--- src/rtl/truth_table_sweeper_if.sv ---
// Signal bundle between the truth-table sweeper and the game logic / gate selector.
// Optional SWEEP_SCORE_EN adds the running match score.
interface truth_table_sweeper_if;
    logic       start;
    logic [3:0] selection_in;
    logic [3:0] target;
    logic       gate_out;
    logic [3:0] sel_out;
    logic [1:0] gate_in;
    logic       busy;
    logic       done;
    logic [3:0] truth_table;
    logic       match;
`ifdef SWEEP_SCORE_EN
    logic [7:0] score;
`endif

    // Sweeper side
    modport slave (
        input  start, selection_in, target, gate_out,
        output sel_out, gate_in, busy, done, truth_table, match
`ifdef SWEEP_SCORE_EN
        , output score
`endif
    );

    // Controller / selector side
    modport master (
        output start, selection_in, target, gate_out,
        input  sel_out, gate_in, busy, done, truth_table, match
`ifdef SWEEP_SCORE_EN
        , input score
`endif
    );
endinterface

--- src/rtl/truth_table_sweeper.sv ---
// Steps a gate selector through inputs 00..11, samples its output into a truth table and
// compares against a target. Optional SWEEP_SCORE_EN adds a saturating match counter.
module truth_table_sweeper #(
    parameter int unsigned SETTLE_CYCLES = 2
) (
    input logic                clk,
    input logic                reset,
    truth_table_sweeper_if.slave bus
);

    typedef enum logic [1:0] {StIdle, StSettle, StSample, StDone} state_e;

    localparam logic [3:0] CntLast = 4'(SETTLE_CYCLES - 1);

    state_e     state_q, state_d;
    logic [3:0] sel_q, sel_d;
    logic [3:0] target_q, target_d;
    logic [1:0] gate_in_q, gate_in_d;
    logic [3:0] table_q, table_d;
    logic       match_q, match_d;
    logic [1:0] idx_q, idx_d;
    logic [3:0] cnt_q, cnt_d;
    logic       busy_q, busy_d;
    logic       done_q, done_d;
`ifdef SWEEP_SCORE_EN
    logic [7:0] score_q, score_d;
`endif

    always_comb begin
        state_d   = state_q;
        sel_d     = sel_q;
        target_d  = target_q;
        gate_in_d = gate_in_q;
        table_d   = table_q;
        match_d   = match_q;
        idx_d     = idx_q;
        cnt_d     = cnt_q;
`ifdef SWEEP_SCORE_EN
        score_d   = score_q;
`endif
        case (state_q)
            StIdle: begin
                if (bus.start) begin
                    sel_d     = bus.selection_in;
                    target_d  = bus.target;
                    table_d   = 4'b0000;
                    match_d   = 1'b0;
                    idx_d     = 2'd0;
                    gate_in_d = 2'b00;
                    cnt_d     = 4'd0;
                    state_d   = StSettle;
                end
            end
            StSettle: begin
                cnt_d = cnt_q + 4'd1;
                if (cnt_q == CntLast) state_d = StSample;
            end
            StSample: begin
                table_d[idx_q] = bus.gate_out;
                if (idx_q == 2'd3) begin
                    // Compare against the table including the bit captured this cycle
                    match_d = (table_d == target_q);
                    state_d = StDone;
`ifdef SWEEP_SCORE_EN
                    if (match_d && (score_q != 8'hFF)) score_d = score_q + 8'd1;
`endif
                end else begin
                    idx_d     = idx_q + 2'd1;
                    gate_in_d = idx_q + 2'd1;
                    cnt_d     = 4'd0;
                    state_d   = StSettle;
                end
            end
            StDone:  state_d = StIdle;
            default: state_d = StIdle;
        endcase
        busy_d = (state_d != StIdle);
        done_d = (state_d == StDone);
    end

    always_ff @(posedge clk) begin
        if (reset) begin
            state_q   <= StIdle;
            sel_q     <= 4'd0;
            target_q  <= 4'd0;
            gate_in_q <= 2'b00;
            table_q   <= 4'b0000;
            match_q   <= 1'b0;
            idx_q     <= 2'd0;
            cnt_q     <= 4'd0;
            busy_q    <= 1'b0;
            done_q    <= 1'b0;
`ifdef SWEEP_SCORE_EN
            score_q   <= 8'd0;
`endif
        end else begin
            state_q   <= state_d;
            sel_q     <= sel_d;
            target_q  <= target_d;
            gate_in_q <= gate_in_d;
            table_q   <= table_d;
            match_q   <= match_d;
            idx_q     <= idx_d;
            cnt_q     <= cnt_d;
            busy_q    <= busy_d;
            done_q    <= done_d;
`ifdef SWEEP_SCORE_EN
            score_q   <= score_d;
`endif
        end
    end

    assign bus.sel_out     = sel_q;
    assign bus.gate_in     = gate_in_q;
    assign bus.busy        = busy_q;
    assign bus.done        = done_q;
    assign bus.truth_table = table_q;
    assign bus.match       = match_q;
`ifdef SWEEP_SCORE_EN
    assign bus.score       = score_q;
`endif

endmodule

--- src/flat_wrapper.sv ---
// flat-port wrapper written by rule: the top's interface ports become plain ports
module truth_table_sweeper_flat 
#(
    parameter int unsigned SETTLE_CYCLES = 2
)
  (clk, reset, bus_start, bus_selection_in, bus_target, bus_gate_out, bus_sel_out, bus_gate_in, bus_busy, bus_done, bus_truth_table, bus_match);
  truth_table_sweeper_if bus_i ();
  input logic clk;
  input logic reset;
  input wire logic [$bits(bus_i.start)-1:0] bus_start;
  input wire logic [$bits(bus_i.selection_in)-1:0] bus_selection_in;
  input wire logic [$bits(bus_i.target)-1:0] bus_target;
  input wire logic [$bits(bus_i.gate_out)-1:0] bus_gate_out;
  output wire logic [$bits(bus_i.sel_out)-1:0] bus_sel_out;
  output wire logic [$bits(bus_i.gate_in)-1:0] bus_gate_in;
  output wire logic [$bits(bus_i.busy)-1:0] bus_busy;
  output wire logic [$bits(bus_i.done)-1:0] bus_done;
  output wire logic [$bits(bus_i.truth_table)-1:0] bus_truth_table;
  output wire logic [$bits(bus_i.match)-1:0] bus_match;
  assign bus_i.start = bus_start;
  assign bus_i.selection_in = bus_selection_in;
  assign bus_i.target = bus_target;
  assign bus_i.gate_out = bus_gate_out;
  assign bus_sel_out = bus_i.sel_out;
  assign bus_gate_in = bus_i.gate_in;
  assign bus_busy = bus_i.busy;
  assign bus_done = bus_i.done;
  assign bus_truth_table = bus_i.truth_table;
  assign bus_match = bus_i.match;
  truth_table_sweeper #(.SETTLE_CYCLES(SETTLE_CYCLES)) u_core (.clk(clk), .reset(reset), .bus(bus_i));
endmodule
--- config.mk ---
export PLATFORM = sky130hd
export DESIGN_NAME = truth_table_sweeper_flat
export DESIGN_NICKNAME = d
export VERILOG_FILES = /design/src/rtl/truth_table_sweeper_if.sv /design/src/rtl/truth_table_sweeper.sv /design/src/flat_wrapper.sv
export SDC_FILE = /design/constraint.sdc
export NUM_CORES = 1
export LEC_CHECK = 0
export CAP_MARGIN = 20
export CORE_AREA = 2 2 64 66
export DETAILED_ROUTE_END_ITERATION = 7
export DIE_AREA = 0 0 66 68
export DONT_BUFFER_PORTS = 1
export PLACE_DENSITY_LB_ADDON = 0.1
export SYNTH_ARGS = -nofsm -noshare
export SYNTH_HDL_FRONTEND = slang
export SYNTH_SLANG_ARGS = --single-unit
export TNS_END_PERCENT = 30
--- constraint.sdc ---
create_clock -name clk -period 4.3 [get_ports clk]
set_input_delay 0.645 -clock clk [delete_from_list [all_inputs] [get_ports clk]]
set_output_delay 0.645 -clock clk [all_outputs]
set_load 0.02 [all_outputs]
* After elaboration in Yosys (flattened, before gate mapping) *
Index checks and enable logic that the tools add are counted.

cells by class
  $add $sub $neg = 2
  order comparisons = 2
  eq/ne operators = 10
  muxes and demuxes = 17
  reduce and logical (&&, ||, !) cells = 10

operators with widths
  kind                                                 count
  case mux 4 bit (3 select lines)                      1
  two-way mux 2 bit                                    5
  AND reduction 3 bit                                  3
  == test 2 bit, second input constant                 4
  two-way mux 4 bit                                    2
  case mux 2 bit (4 select lines)                      1
  case mux 4 bit (2 select lines)                      1
  adder 4 x 1 -> 4 bit, second input constant          1
  bitwise mux 4 bit                                    1
  == test 4 x 1 -> 1 bit, second input constant        1
  == test 4 bit                                        1
  != test 2 bit, second input constant                 2
  case mux 2 bit (2 select lines)                      1
  AND reduction 2 bit                                  2
  nonzero test 2 bit                                   2
  < comparator 2 x 3 -> 1 bit, second input constant   1
  two-way mux 1 bit                                    3
  nonzero test 3 bit                                   1
  adder 2 x 1 -> 2 bit, second input constant          1
  demux 1 bit (select 2 bit)                           1
  == test 2 x 1 -> 1 bit, second input constant        1
  >= comparator 2 x 1 -> 1 bit, second input constant  1
  zero test 2 bit                                      1
  != test 2 x 1 -> 1 bit, second input constant        1
  other kinds (2)                                      2

word-level totals
  bits in registers = 23
  output and inout bits = 13

* Longest topological paths before layout *
  depth in word-level cells = 8
  mapped depth = 6
  gate-level depth less buffers = 6

* Worst setup path after synthesis *
Ideal clock, no wire load.

  path type = register -> register
  from = register u_core.bus.gate_in[0] (netlist name)
  to = register u_core.cnt_q[3]
  library setup time = 88 ps
  arrival = 1,459 ps
  data required time = 4,212 ps
  slack = 2,753 ps
  stages on the path, launching flop included = 6
  buffers on the path = 0
  period minus slack after synthesis = 1,547 ps
  cells stage by stage = dfxtp_1 -> ha_1 -> nor3b_4 -> o2111ai_1 -> xor2_1 -> nor4_2

RTL lines
  what                  line                        text
  to (signal assigned)  truth_table_sweeper.sv:104  cnt_q <= cnt_d;
  to (decl)             truth_table_sweeper.sv:22   logic [3:0] cnt_q, cnt_d;

==> metrics.txt <==
status=complete, no violations; XOR/XNOR share of the synthesized area=0.0483; Setup WS pre-CTS=2310 ps; Core ar.=~3900 sq um; RSZ-0062 raised after global routing=false; global-route wire length before repair=roughly 4.0 mm; initial antenna violation count=0; dpl cell area=1130 sq um; H-Tree Depth=1; CTS tree=done; Vias/cell=about 4.7; total negative slack=0 ps; pin count of the biggest net entering global routing=24; Die ar.=roughly 4500 sq um; input/output buffers=0; mapped cell area=between 1000 and 1500 sq um; max_slew headroom=0.720; crit path kind=flop to flop; measured slew at the worst slew-check pin=420 ps; switching pwr=approximately 100 uW; hold-fix buffers at CTS=0; worst hold path class=primary input to flop; Crit path buffers/inverters=0; design area=approximately 1200 sq um; Placed Cells incl. Taps=roughly 170; Syn Area/Cell=a little over 9 sq um; post-route ant nets=0; Num CTS Buffers=3; Post-Route Utilization=0.307; wirelength, routed=~2.3 mm; Top Family by Delay on Critical Path=simple AND/OR/NAND/NOR gates; fin nets=roughly 140; diode count=0; DRT iter0 DRCs=8; clk root buf=clkbuf_8; Post-Synth Adder-Cell Area=0.0690; Worst VDD drop=approximately 0.095 mV; fin cells=170; DRC violations left=0; initial core utilization=0.282; Final Hold Fails=0; Internal=around 300 uW; Worst setup SP type=flop; GRT Overall Usage=0.120; post-synthesis mux area share=0.110; Synth Area in Compound Gates=0.126; chip height=just under 70 um; fin crit share=0.413; hold slack=roughly 440 ps; worst path required time=4480 ps; clk_lat worst skew=260 ps; die width=66 um; Clk pwr share=0.335; Worst path max stage delay=430 ps; CTS Sinks=23; Final HPWL DP=approximately 1.7 mm; Final Power=just over 400 uW; Max-Cap Viols=0; fin. max-slew vios=0; vias in the first global route=810; DR pass1 iterations=4; switching part of the total=0.246; clk buf depth=2; syn nets=around 140; WL per Instance=about 14 um; Final Setup Violations=0; skew final=between 3 and 4 ps; Seq cells post-synth=23; Leak=approximately 0.45 nW; combinational share of power=0.082; RD Place Congestion=roughly 0.75; Peak Freq=approximately 560 MHz; CP cell instances=ha_1 -> nor3b_4 -> o2111ai_1 -> xor2_1 -> nor4_2; Sequential Power Share=0.583; setup ws final=roughly 2500 ps; commonest non-fill, non-tap cell in the layout=dfxtp_1; Cells after Synth=120; share of cells above drive strength 1=0.0667; Clock Pin Slew Worst Setup and Hold Paths=roughly 80 ps; CP max FO=8; Crit-path slowest cell=dfxtp_1; Crit path arrival time=about 2000 ps; num ports=25; Site Rows=23; Power Density=around 340 nW/um^2; Simple-Gate Fraction of Synth Area=0.183; GR Overflow Total=0; post-synth cell types=27; post-CTS setup buffer count=0; Period minus WS final=between 1500 and 2000 ps; post-synthesis sequential area ratio=0.423; Synth-to-Final Area Change=8.62%; vias=about 800; Ys Warns=0; CP endpoint kind=flop; largest family of logic cells by synthesized area=simple AND/OR/NAND/NOR gates; Resized cells post-CTS=0; commonest non-fill, non-tap cells in the layout=dfxtp_1 (23), nor2_1 (22), mux2i_1 (12)
==> cells by family (layout without fill, tap and decap cells) <==
kind of cell    count (synthesis)  after routing
fa+ha+maj                       6              6
simple gates                   40             40
buf+inv                        10             10
xor+xnor                        6              6
mux                            12             12
flops                          23             23
compound gates                 23             23
==> worst register-to-register path: stages, from the launching register on <==
cell,delay [ps]
dfxtp_1,430
ha_1,350
nor3b_4,400
o2111ai_1,200
xor2_1,180
nor4_2,130
==> power by group through the flow <==
stage	logic (mW)	registers, mW	clock network (mW)
floorplan	0.0327	0.235	0
global placement	0.0313	0.240	0
detailed placement	0.0324	0.240	0
CTS	0.0325	0.235	0.141
global route	0.0385	0.236	0.151
finish	0.0332	0.235	0.135
==> registers in the layout, summed over array words and instances (netlist names) <==
signal	flops
u_core.bus.busy	1
u_core.target_q	4
u_core.cnt_q	4
u_core.bus.gate_in	2
u_core.bus.done	1
u_core.bus.match	1
u_core.bus.sel_out	4
u_core.state_q	2
u_core.bus.truth_table	4
==> layer usage <==
layer,share of wire,global-route usage
met1,0.47,0.150
met2,0.45,0.191
met3,0.065,0.0362
met4,0.017,0.0536
met5,0,0
==> final timing paths <==
kind                              start                 end  slack [ps]  cells past startpoint
setup / recovery  u_core.bus.gate_in[0]     u_core.cnt_q[3]        2520                      5
hold / removal                    reset   u_core.state_q[1]         440                      1
setup reg to reg  u_core.bus.gate_in[0]     u_core.cnt_q[3]        2520                      5
hold reg to reg      u_core.target_q[3]  u_core.target_q[3]         520                      2
==> final cells by class <==
| class | count | area [sq um] |
|---|---|---|
| fill | 434 | 2670 |
| clock buffer | 4 | 45.0 |
| tap | 50 | 62.6 |
| sequential | 23 | 460 |
| inverter | 5 | 18.8 |
| multi-input combinational | 87 | 584 |
| timing repair buffer | 1 | 11.3 |
==> cells in the mapped netlist <==
| cell | number | area (sq um) |
|---|---|---|
| o21bai_1 | 1 | 7.51 |
| nand2_1 | 7 | 26.3 |
| nor4_2 | 1 | 12.5 |
| xor2_1 | 6 | 52.6 |
| clkbuf_1 | 2 | 7.51 |
| buf_2 | 2 | 10.0 |
| a211oi_1 | 2 | 15.0 |
| o21ai_0 | 6 | 30.0 |
| mux2i_1 | 12 | 120 |
| nor3_1 | 2 | 10.0 |
| inv_1 | 5 | 18.8 |
| nand2b_1 | 2 | 12.5 |
| dfxtp_1 | 23 | 460 |
| a22oi_1 | 1 | 7.51 |
| nor2b_1 | 2 | 12.5 |
| a41oi_1 | 1 | 8.76 |
| nor3b_2 | 1 | 12.5 |
| nor3b_4 | 1 | 18.8 |
| ha_1 | 6 | 75.1 |
| nor2_1 | 22 | 82.6 |
| buf_4 | 1 | 7.51 |
| o21ai_1 | 1 | 5.00 |
| nand3_1 | 1 | 5.00 |
| o21ba_2 | 1 | 10.0 |
| nor4_1 | 1 | 6.26 |
| o2111ai_1 | 1 | 8.76 |
| a21oi_1 | 9 | 45.0 |
(Power assumes the default switching activity.)
